$ cat src/rtl/adder_tree_pkg.sv
// Shared helpers for the pipelined adder tree: stage counting, padding,
// operand extension and overflow detection.
package adder_tree_pkg;

  localparam int MAX_W = 64;

  function automatic int stage_cnt(input int n);
    return (n <= 1) ? 0 : $clog2(n);
  endfunction

  function automatic int padded_cnt(input int n);
    return 1 << stage_cnt(n);
  endfunction

  // Bit b of v (w meaningful bits) after sign- or zero-extension.
  function automatic logic extend_bit(input logic [MAX_W-1:0] v, input int w,
                                      input int b, input bit is_signed);
    if (b < w) return v[b];
    return is_signed & v[w-1];
  endfunction

  function automatic logic add_overflow(input bit is_signed, input logic a_msb,
                                        input logic b_msb, input logic s_msb,
                                        input logic carry);
    if (is_signed) return (a_msb == b_msb) && (s_msb != a_msb);
    return carry;
  endfunction

endpackage

$ cat src/rtl/adder_tree_level.sv
// One registered pairwise-add level of the reduction tree; each output is one
// bit wider than its inputs so the tree itself can never overflow.
module adder_tree_level #(
  parameter int N      = 2,
  parameter int W      = 16,
  parameter bit SIGNED = 1'b0
) (
  input  logic                         clk,
  input  logic                         rst,
  input  logic                         i_stall,
  input  logic                         i_valid,
  input  logic                         i_last,
  input  logic [N*W-1:0]               i_data,
  output logic [((N+1)/2)*(W+1)-1:0]   o_data,
  output logic                         o_valid,
  output logic                         o_last
);

  localparam int NO = (N + 1) / 2;

  logic r_valid;
  logic r_last;

  always_ff @(posedge clk or negedge rst) begin
    if (!rst) begin
      r_valid <= 1'b0;
      r_last  <= 1'b0;
    end else if (!i_stall) begin
      r_valid <= i_valid;
      r_last  <= i_last;
    end
  end

  assign o_valid = r_valid;
  assign o_last  = r_last;

  for (genvar j = 0; j < NO; j++) begin : g_pair
    logic [W:0] w_a;
    logic [W:0] w_b;
    logic [W:0] r_sum;

    assign w_a = {SIGNED & i_data[2*j*W + W-1], i_data[2*j*W +: W]};

    // An odd leftover input passes through added to zero.
    if (2*j + 1 < N) begin : g_b
      assign w_b = {SIGNED & i_data[(2*j+1)*W + W-1], i_data[(2*j+1)*W +: W]};
    end else begin : g_zero
      assign w_b = '0;
    end

    always_ff @(posedge clk or negedge rst) begin
      if (!rst) begin
        r_sum <= '0;
      end else if (!i_stall) begin
        r_sum <= w_a + w_b;
      end
    end

    assign o_data[j*(W+1) +: W+1] = r_sum;
  end

endmodule

$ cat src/rtl/adder_tree_acc.sv
// Multi-operand masked adder tree followed by a per-packet accumulator with
// sticky overflow, global stall and a one-cycle result strobe.
module adder_tree_acc
  import adder_tree_pkg::*;
#(
  parameter int ADD_LENGTH = 16,
  parameter int SUM_LENGTH = 32,
  parameter int NUM_ADDEND = 45,
  parameter int SIGNED     = 0
) (
  input  logic                             clk,
  input  logic                             rst,
  input  logic [ADD_LENGTH*NUM_ADDEND-1:0] addends,
  input  logic [NUM_ADDEND-1:0]            addend_en,
  input  logic                             in_valid,
  input  logic                             in_last,
  input  logic                             stall,
  output logic [SUM_LENGTH-1:0]            sum,
  output logic                             out_valid,
  output logic                             overflow,
  output logic                             busy
);

  localparam int STAGE_CNT = stage_cnt(NUM_ADDEND);
  localparam int PAD       = padded_cnt(NUM_ADDEND);
  localparam int TREE_W    = ADD_LENGTH + STAGE_CNT;
  localparam bit IS_SIGNED = (SIGNED != 0);

  if (NUM_ADDEND < 1) begin : g_err_num
    $error("adder_tree_acc: NUM_ADDEND must be at least 1");
  end
  if (SUM_LENGTH < TREE_W) begin : g_err_width
    $error("adder_tree_acc: SUM_LENGTH must be >= ADD_LENGTH + STAGE_CNT");
  end
  if (SUM_LENGTH > MAX_W) begin : g_err_max
    $error("adder_tree_acc: SUM_LENGTH exceeds package MAX_W");
  end

  logic [PAD*ADD_LENGTH-1:0] w_masked;
  logic [PAD*ADD_LENGTH-1:0] r_s0_data;
  logic                      r_s0_valid;
  logic                      r_s0_last;

  // Masked-off and padding slots enter the tree as zero.
  for (genvar i = 0; i < PAD; i++) begin : g_mask
    if (i < NUM_ADDEND) begin : g_real
      assign w_masked[i*ADD_LENGTH +: ADD_LENGTH] =
        addend_en[i] ? addends[i*ADD_LENGTH +: ADD_LENGTH] : '0;
    end else begin : g_pad
      assign w_masked[i*ADD_LENGTH +: ADD_LENGTH] = '0;
    end
  end

  always_ff @(posedge clk or negedge rst) begin
    if (!rst) begin
      r_s0_data  <= '0;
      r_s0_valid <= 1'b0;
      r_s0_last  <= 1'b0;
    end else if (!stall) begin
      r_s0_data  <= w_masked;
      r_s0_valid <= in_valid;
      r_s0_last  <= in_valid & in_last;
    end
  end

  logic [TREE_W-1:0]  w_tree;
  logic               w_tree_valid;
  logic               w_tree_last;
  logic [STAGE_CNT:0] w_valid_vec;

  assign w_valid_vec[0] = r_s0_valid;

  if (STAGE_CNT == 0) begin : g_no_tree
    assign w_tree       = r_s0_data;
    assign w_tree_valid = r_s0_valid;
    assign w_tree_last  = r_s0_last;
  end else begin : g_tree
    for (genvar i = 1; i <= STAGE_CNT; i++) begin : g_lvl
      localparam int NIN = PAD >> (i - 1);
      localparam int WIN = ADD_LENGTH + i - 1;

      logic [NIN*WIN-1:0]           w_in;
      logic                         w_in_valid;
      logic                         w_in_last;
      logic [(NIN/2)*(WIN+1)-1:0]   w_out;
      logic                         w_out_valid;
      logic                         w_out_last;

      if (i == 1) begin : g_first
        assign w_in       = r_s0_data;
        assign w_in_valid = r_s0_valid;
        assign w_in_last  = r_s0_last;
      end else begin : g_next
        assign w_in       = g_lvl[i-1].w_out;
        assign w_in_valid = g_lvl[i-1].w_out_valid;
        assign w_in_last  = g_lvl[i-1].w_out_last;
      end

      adder_tree_level #(
        .N      (NIN),
        .W      (WIN),
        .SIGNED (IS_SIGNED)
      ) u_level (
        .clk     (clk),
        .rst     (rst),
        .i_stall (stall),
        .i_valid (w_in_valid),
        .i_last  (w_in_last),
        .i_data  (w_in),
        .o_data  (w_out),
        .o_valid (w_out_valid),
        .o_last  (w_out_last)
      );

      assign w_valid_vec[i] = w_out_valid;
    end

    assign w_tree       = g_lvl[STAGE_CNT].w_out;
    assign w_tree_valid = g_lvl[STAGE_CNT].w_out_valid;
    assign w_tree_last  = g_lvl[STAGE_CNT].w_out_last;
  end

  logic [SUM_LENGTH-1:0] w_tree_ext;
  logic [SUM_LENGTH-1:0] w_acc_next;
  logic                  w_carry;
  logic                  w_beat_ovf;

  for (genvar b = 0; b < SUM_LENGTH; b++) begin : g_ext
    assign w_tree_ext[b] = extend_bit(MAX_W'(w_tree), TREE_W, b, IS_SIGNED);
  end

  logic [SUM_LENGTH-1:0] r_acc;
  logic                  r_sticky;
  logic [SUM_LENGTH-1:0] r_sum;
  logic                  r_out_valid;
  logic                  r_overflow;

  assign {w_carry, w_acc_next} = {1'b0, r_acc} + {1'b0, w_tree_ext};
  assign w_beat_ovf = add_overflow(IS_SIGNED, r_acc[SUM_LENGTH-1],
                                   w_tree_ext[SUM_LENGTH-1],
                                   w_acc_next[SUM_LENGTH-1], w_carry);

  // A last beat publishes the total and restarts the packet from zero, so a
  // following beat in the very next cycle begins a fresh packet.
  always_ff @(posedge clk or negedge rst) begin
    if (!rst) begin
      r_acc       <= '0;
      r_sticky    <= 1'b0;
      r_sum       <= '0;
      r_out_valid <= 1'b0;
      r_overflow  <= 1'b0;
    end else if (!stall) begin
      r_out_valid <= 1'b0;
      if (w_tree_valid) begin
        if (w_tree_last) begin
          r_sum       <= w_acc_next;
          r_out_valid <= 1'b1;
          r_overflow  <= r_sticky | w_beat_ovf;
          r_acc       <= '0;
          r_sticky    <= 1'b0;
        end else begin
          r_acc    <= w_acc_next;
          r_sticky <= r_sticky | w_beat_ovf;
        end
      end
    end
  end

  assign sum       = r_sum;
  assign out_valid = r_out_valid;
  assign overflow  = r_overflow;
  assign busy      = (|w_valid_vec) | (r_acc != '0);

endmodule

$ cat config.mk
export PLATFORM = sky130hd
export DESIGN_NAME = adder_tree_acc
export DESIGN_NICKNAME = d
export VERILOG_FILES = /design/src/rtl/adder_tree_pkg.sv /design/src/rtl/adder_tree_level.sv /design/src/rtl/adder_tree_acc.sv
export SDC_FILE = /design/constraint.sdc
export NUM_CORES = 2
export LEC_CHECK = 0
export CORE_MARGIN = 1
export CORE_UTILIZATION = 50
export DETAILED_ROUTE_END_ITERATION = 8
export GPL_ROUTABILITY_DRIVEN = 0
export PLACE_DENSITY = 0.65
export SETUP_SLACK_MARGIN = 0.05
export SYNTH_ARGS = -nofsm -noshare
export SYNTH_HDL_FRONTEND = slang
export SYNTH_HIERARCHICAL = 1
export SYNTH_SLANG_ARGS = --single-unit
$ cat constraint.sdc
create_clock -name clk -period 4.85 [get_ports clk]
set_clock_uncertainty 0.15 [all_clocks]
set_input_delay 0.485 -clock clk [delete_from_list [all_inputs] [get_ports clk]]
set_output_delay 0.485 -clock clk [all_outputs]
set_load 0.02 [all_outputs]
======== Yosys cells after proc, flatten, opt, wreduce, memory -nomap -nowiden ========
Index checks and enable logic that the tools add are counted.
word-level totals
  memory bits (writable) .................. 0
  register bits after elaboration ......... 1642
  word-level logic and storage cells ...... 169
  input bits .............................. 770
  bits in latches ......................... 0
  output and inout bits ................... 35
  bits in read-only memories .............. 0
  memories ................................ 0
cells by class
  div/mod/pow operators ................... 0
  bitwise gates (word level) .............. 4
  eq/ne operators ......................... 0
  shift-type cells ........................ 0
  add/sub/neg operators ................... 45
  $lt $le $gt $ge ......................... 0
  mux-type cells .......................... 49
  reduce and logical (&&, ||, !) cells .... 4
  multipliers ............................. 0
operator list
  cell                     number
  2-to-1 mux 16 bit        45
  adder 16 x 16 -> 17 bit  22
  adder 17 x 17 -> 18 bit  11
  adder 18 x 18 -> 19 bit  5
  adder 19 x 19 -> 20 bit  3
  adder 32 x 22 -> 33 bit  1
  2-to-1 mux 32 bit        1
  nonzero test 32 bit      1
  adder 21 x 20 -> 22 bit  1
  adder 20 x 20 -> 21 bit  1
  adder 18 x 16 -> 19 bit  1
  OR reduction 7 bit       1
  2-to-1 mux 1 bit         3
  AND reduction 3 bit      1
  OR 1 bit                 2
  AND reduction 2 bit      1
  AND 1 bit                1
  inverter 1 bit           1

======== Depth between registers and ports, before layout ========
  depth after elaboration ................. 3
  depth in mapped cells ................... 11
  depth with buffers taken out ............ 11

======== Cells and area by module ========
Netlist, hierarchy kept.
by module, submodules not included
  module                                      area each (um2)  instances  cells each
  adder_tree_level (g_tree.g_lvl[1].u_level)  42124.2          1          4662
  adder_tree_acc                              32068.3          1          3583
  adder_tree_level (g_tree.g_lvl[2].u_level)  22205.0          1          2520
  adder_tree_level (g_tree.g_lvl[3].u_level)  11862.6          1          1350
  adder_tree_level (g_tree.g_lvl[4].u_level)  6483.7           1          699
  adder_tree_level (g_tree.g_lvl[5].u_level)  3420.8           1          379
  adder_tree_level (g_tree.g_lvl[6].u_level)  1971.9           1          235

======== Least setup slack after synthesis ========
No wires, ideal clock.
  path type ............................... reg-to-reg
  start ................................... register r_s0_data[256] (netlist: g_tree.g_lvl[1].w_in[256])
  end ..................................... register g_tree.g_lvl[1].u_level.g_pair[8].r_sum[16]
  clock period less this slack ............ 2581 ps
  cell stages (with the launch flop) ...... 10
  buffers on the path ..................... 0
  data arrival time ....................... 2303 ps
  path slack .............................. 2269 ps
  setup time .............................. 129 ps
  cell sequence ........................... dfrtp_1 > ha_1 > fa_1 > a211o_1 > a21oi_1 > o21ai_1 > a41oi_2 > o21ai_2 > a2111oi_2 > nor2_1
between the ends
  word-level cells in the longest chain between the ends .. 1
RTL lines
  element                  RTL line                text
  from (decl)              adder_tree_acc.sv:40    logic [PAD*ADD_LENGTH-1:0] r_s0_data;
  from (signal assigned)   adder_tree_acc.sv:60    r_s0_data <= w_masked;
  adder 16 x 16 -> 17 bit  adder_tree_level.sv:55  r_sum <= w_a + w_b;
  to (signal assigned)     adder_tree_level.sv:55
  to (decl)                adder_tree_level.sv:40  logic [W:0] r_sum;
No other way between the ends.
A chain may end at the register's enable or synchronous reset.

======== Worst setup path after layout ========
  start ................................... register r_acc[12]
  end ..................................... output port busy
between the ends
  word-level cells in the longest chain between the ends .. 2
RTL lines
  element                 RTL line               text
  from (decl)             adder_tree_acc.sv:132  logic [SUM_LENGTH-1:0] r_acc;
  from (signal assigned)  adder_tree_acc.sv:162  r_acc <= w_acc_next;
  nonzero test 32 bit     adder_tree_acc.sv:172  assign busy = (|w_valid_vec) | (r_acc != '0);
  OR 1 bit                adder_tree_acc.sv:172
  to (decl)               adder_tree_acc.sv:21   output logic busy
No other way between the ends.

==> results.toml <==
[final_layout]
finalNetCount = 16410
final_common_cell = "nand2_1"
area_delta_synth_final_pct = 17.89
final_cell_mix = "2740 x nand2_1, 1929 x dfrtp_1, 1772 x o21ai_0"
drive_gt1_share_pct = 5.385
fill_cells = 20660

[worst_setup_path]
cp.required_ps = 4220
critical_path.slowest_cell = "clkdlybuf4s50_1"
path_max_fanout = 3
path_cells = "nor4_1, nand4_1, or3_1, clkdlybuf4s50_1"
max_stage_delay_ps = 550
start_kind = "flip-flop"
worst_setup_path_end_kind = "output pin"
critical_path_class = "reg -> out"
arrival_ps = 2820

[flow_run]
cap_violations = 0

[sta]
setup_ws_ps = 1397
setup_viol = 0
tns_ps = 0
drv_slew = 0
tightest_slew_ps = 1086
rsz0062_at_grt = "no"
timing.fmax_ghz = 0.2896
relSlewSlack_pct = 27.61
hold_slack_ps = 63.13
finalCritPeriodShare_pct = 71.20
hold_viol_final = 0
finalCriticalPeriod_ps = 3453

[grt]
grt_pass1_vias = 97880
grt_usage_pct = 25.56
grt_pass1_wl_um = 510000
grt_start_max_net_pins = 262
gr-total-overflow = 0
antenna_found_initial = 13

[drt]
vias = 99740
wl_per_cell_um = 17.63
antenna_left = 0
wirelength_um = 314500
drc = 46
drt_first_pass_iters = 9
via_per_inst = 5.591
drtIter0Drc = 7014

[yosys]
syn-instance-count = 13430
ys.flop_type = "dfrtp_1"
synth_cell_types = 129
yosysWarnings = 6
synth_seq_cells = 1929
syn_area_mm2 = 0.1201
synth-seq-area-share_pct = 40.18
synth_area_per_cell_um2 = 8.947
synthArstFlopShare_pct = 100.0
synth_edf_count = 0

[pwr]
ir_drop_v = 0.0004722
combPwrFrac_pct = 43.9
p_sw_mw = 29.09
internal_power_mw = 44.07
seq_power_share_pct = 32.6
leakage_nw = 65.83
p_per_area_mw_per_mm2 = 516.5
p_clk_share_pct = 23.5
p_sw_share_pct = 39.76

[clock_network]
cts_root_buf = "clkbuf_16"
worstSkewPairLatency_ps = 850
cts-htree-levels = 4
clk_pin_slew_ps = 60
cts_buffers = 215
cts_resized = 0
cts_tree = "built"
cts.sinks = 1929
cts_buffer_depth = 3

[die]
die_y_um = 492.2
start_util_pct = 50.41
rows = 179
io_pins = 805
die_area_mm2 = 0.2422
die_w_um = 492.2
coreArea_mm2 = 0.2383

[hold_path]
min_path_type = "in -> reg"

[place]
dp_slack_ps = 1803
port_buffers = 804
hpwlAfterDp_um = 237200

[status]
outcome = "complete, but fails checks"
violations = "DRC"
-- metal layers --
layer  global-route usage (%)  wire (um)  up-vias
li1                         -          -    49430
met1                    36.96     151100    47710
met2                    40.87     141400     2205
met3                    3.140      15070      388
met4                    5.903       6869        2
met5                        0         18        -
-- power by group through the flow --
stage          logic [mW]  clock network (mW)  registers (mW)
6_report             32.1                17.2            23.8
5_1_grt              35.7                18.3            24.2
4_1_cts              31.7                17.6            23.8
3_5_place_dp         31.3                   0            24.1
3_3_place_gp         30.5                   0            24.0
2_1_floorplan        23.4                   0            22.3
-- cell families (layout without fill, tap and decap cells) --
group	after synthesis	count (layout)	share of synthesized area (%)
flip-flops	1929	1929	40.18
other	1	325	0.003121
multiplexers	200	200	1.850
XOR/XNOR	776	776	5.657
AND/OR/NAND/NOR	4231	4231	15.48
adder cells (fa/ha/maj)	1151	1151	12.39
AO/OA/AOI/OAI	4229	4229	21.52
buffers and inverters	911	1832	2.920
-- synth_stat cells, types with 23 or more instances --
library cell  number  share of area, %
buf_1             29             0.091
nor2_1           407               1.3
o31ai_1          138              0.86
a211oi_1          97              0.61
o21ai_1          186              0.77
o21a_1           153              0.96
nor4b_1           37              0.27
a21oi_1          791               3.3
a211o_1           40              0.29
or2_2             38              0.20
or3_1             57              0.30
dfrtp_1         1929                40
nand3b_1          27              0.17
a31oi_1           85              0.44
o211ai_1          60              0.37
nand2b_1         112              0.58
nand2_1         2741               8.6
nand4_1           52              0.27
clkbuf_1         491               1.5
a2111oi_0         31              0.23
nor3b_1           77              0.48
nor2b_1           84              0.44
ha_1            1087                11
mux2i_1           27              0.22
xor2_1           390               2.8
mux2_2           169               1.6
a31o_2            23              0.17
inv_1            346               1.1
nor3_1           177              0.74
fa_1              64               1.1
o21bai_1         142              0.89
and2_1            45              0.23
xnor2_1          386               2.8
o21ai_0         1772               7.4
nand3_1          166              0.69
nor4_1            44              0.23
a21o_1           355               2.2
and3_1            77              0.40
buf_2             34              0.14
-- registers in the layout, indices dropped and copies added, names as in the netlist --
signal                             cells
overflow                               1
r_sticky                               1
g_tree.g_lvl.u_level/o_last            6
sum                                   32
g_tree.g_lvl.w_in_valid                1
g_tree.g_lvl.w_in_last                 1
g_tree.g_lvl.u_level/g_pair.r_sum   1106
g_tree.g_lvl.u_level/o_data           22
g_tree.g_lvl.w_in                    720
r_acc                                 32
g_tree.g_lvl.u_level/o_valid           6
out_valid                              1
-- worst paths after layout --
kind | startpoint | to | slack [ps] | cells past startpoint
max in group asynchronous | rst | g_tree.g_lvl[1].u_level/g_pair[15].r_sum[15]$_DFFE_PN0N_ | 2980 | 4
worst min register to register | sum[14]$_DFFE_PN0P_ | sum[14]$_DFFE_PN0P_ | 330 | 2
worst max register to register | g_tree.g_lvl[2].u_level/g_pair[14].r_sum[0]$_DFFE_PN0N_ | g_tree.g_lvl[3].u_level/g_pair[7].r_sum[18]$_DFFE_PN0N_ | 1950 | 11
worst max-delay path | r_acc[12]$_DFFE_PN0P_ | busy | 1400 | 4
min in group asynchronous | rst | g_tree.g_lvl[2].u_level/g_pair[0].r_sum[17]$_DFFE_PN0N_ | 90 | 2
worst min-delay path | addends[571] | g_tree.g_lvl[1].w_in[571]$_DFFE_PN0N_ | 60 | 3
-- final cells by class --
class | count | area, um2 | area share (%)
repair buffers | 1085 | 11040 | 7.797
inverters | 349 | 1315 | 0.9285
clock inverters | 95 | 1271 | 0.8976
flip-flops and latches | 1929 | 48270 | 34.08
diodes | 2 | 5.005 | 0.003534
multi-input cells | 10910 | 69570 | 49.12
clock buffers | 303 | 6193 | 4.373
well taps | 3167 | 3963 | 2.798
-- worst max-delay path: cells and delay by family, from the launching register on --
kind | cells | cell delay, ps
buffers and inverters | 1 | 550
DFF | 1 | 410
and+or+nand+nor | 3 | 1010
-- metrics by stage --
step	total power [mW]	instances	util (%)	cell area [um2]
6_report	73.16	17840	59.43	141600
5_1_grt	78.24	17840	59.43	141600
4_1_cts	73.15	17840	59.43	141600
3_5_place_dp	55.40	17230	55.42	132100
3_3_place_gp	54.53	17230	55.42	132100
2_1_floorplan	45.63	13750	-	121300
-- what timing repair did --
action                                  4_1_cts  5_1_grt
endpoints found under the setup margin        0        0
hold endpoints to repair                    568        0
setup buffers                                 0        0
hold buffers                                210        0
Note: power is estimated with default switching activity, not from simulation.
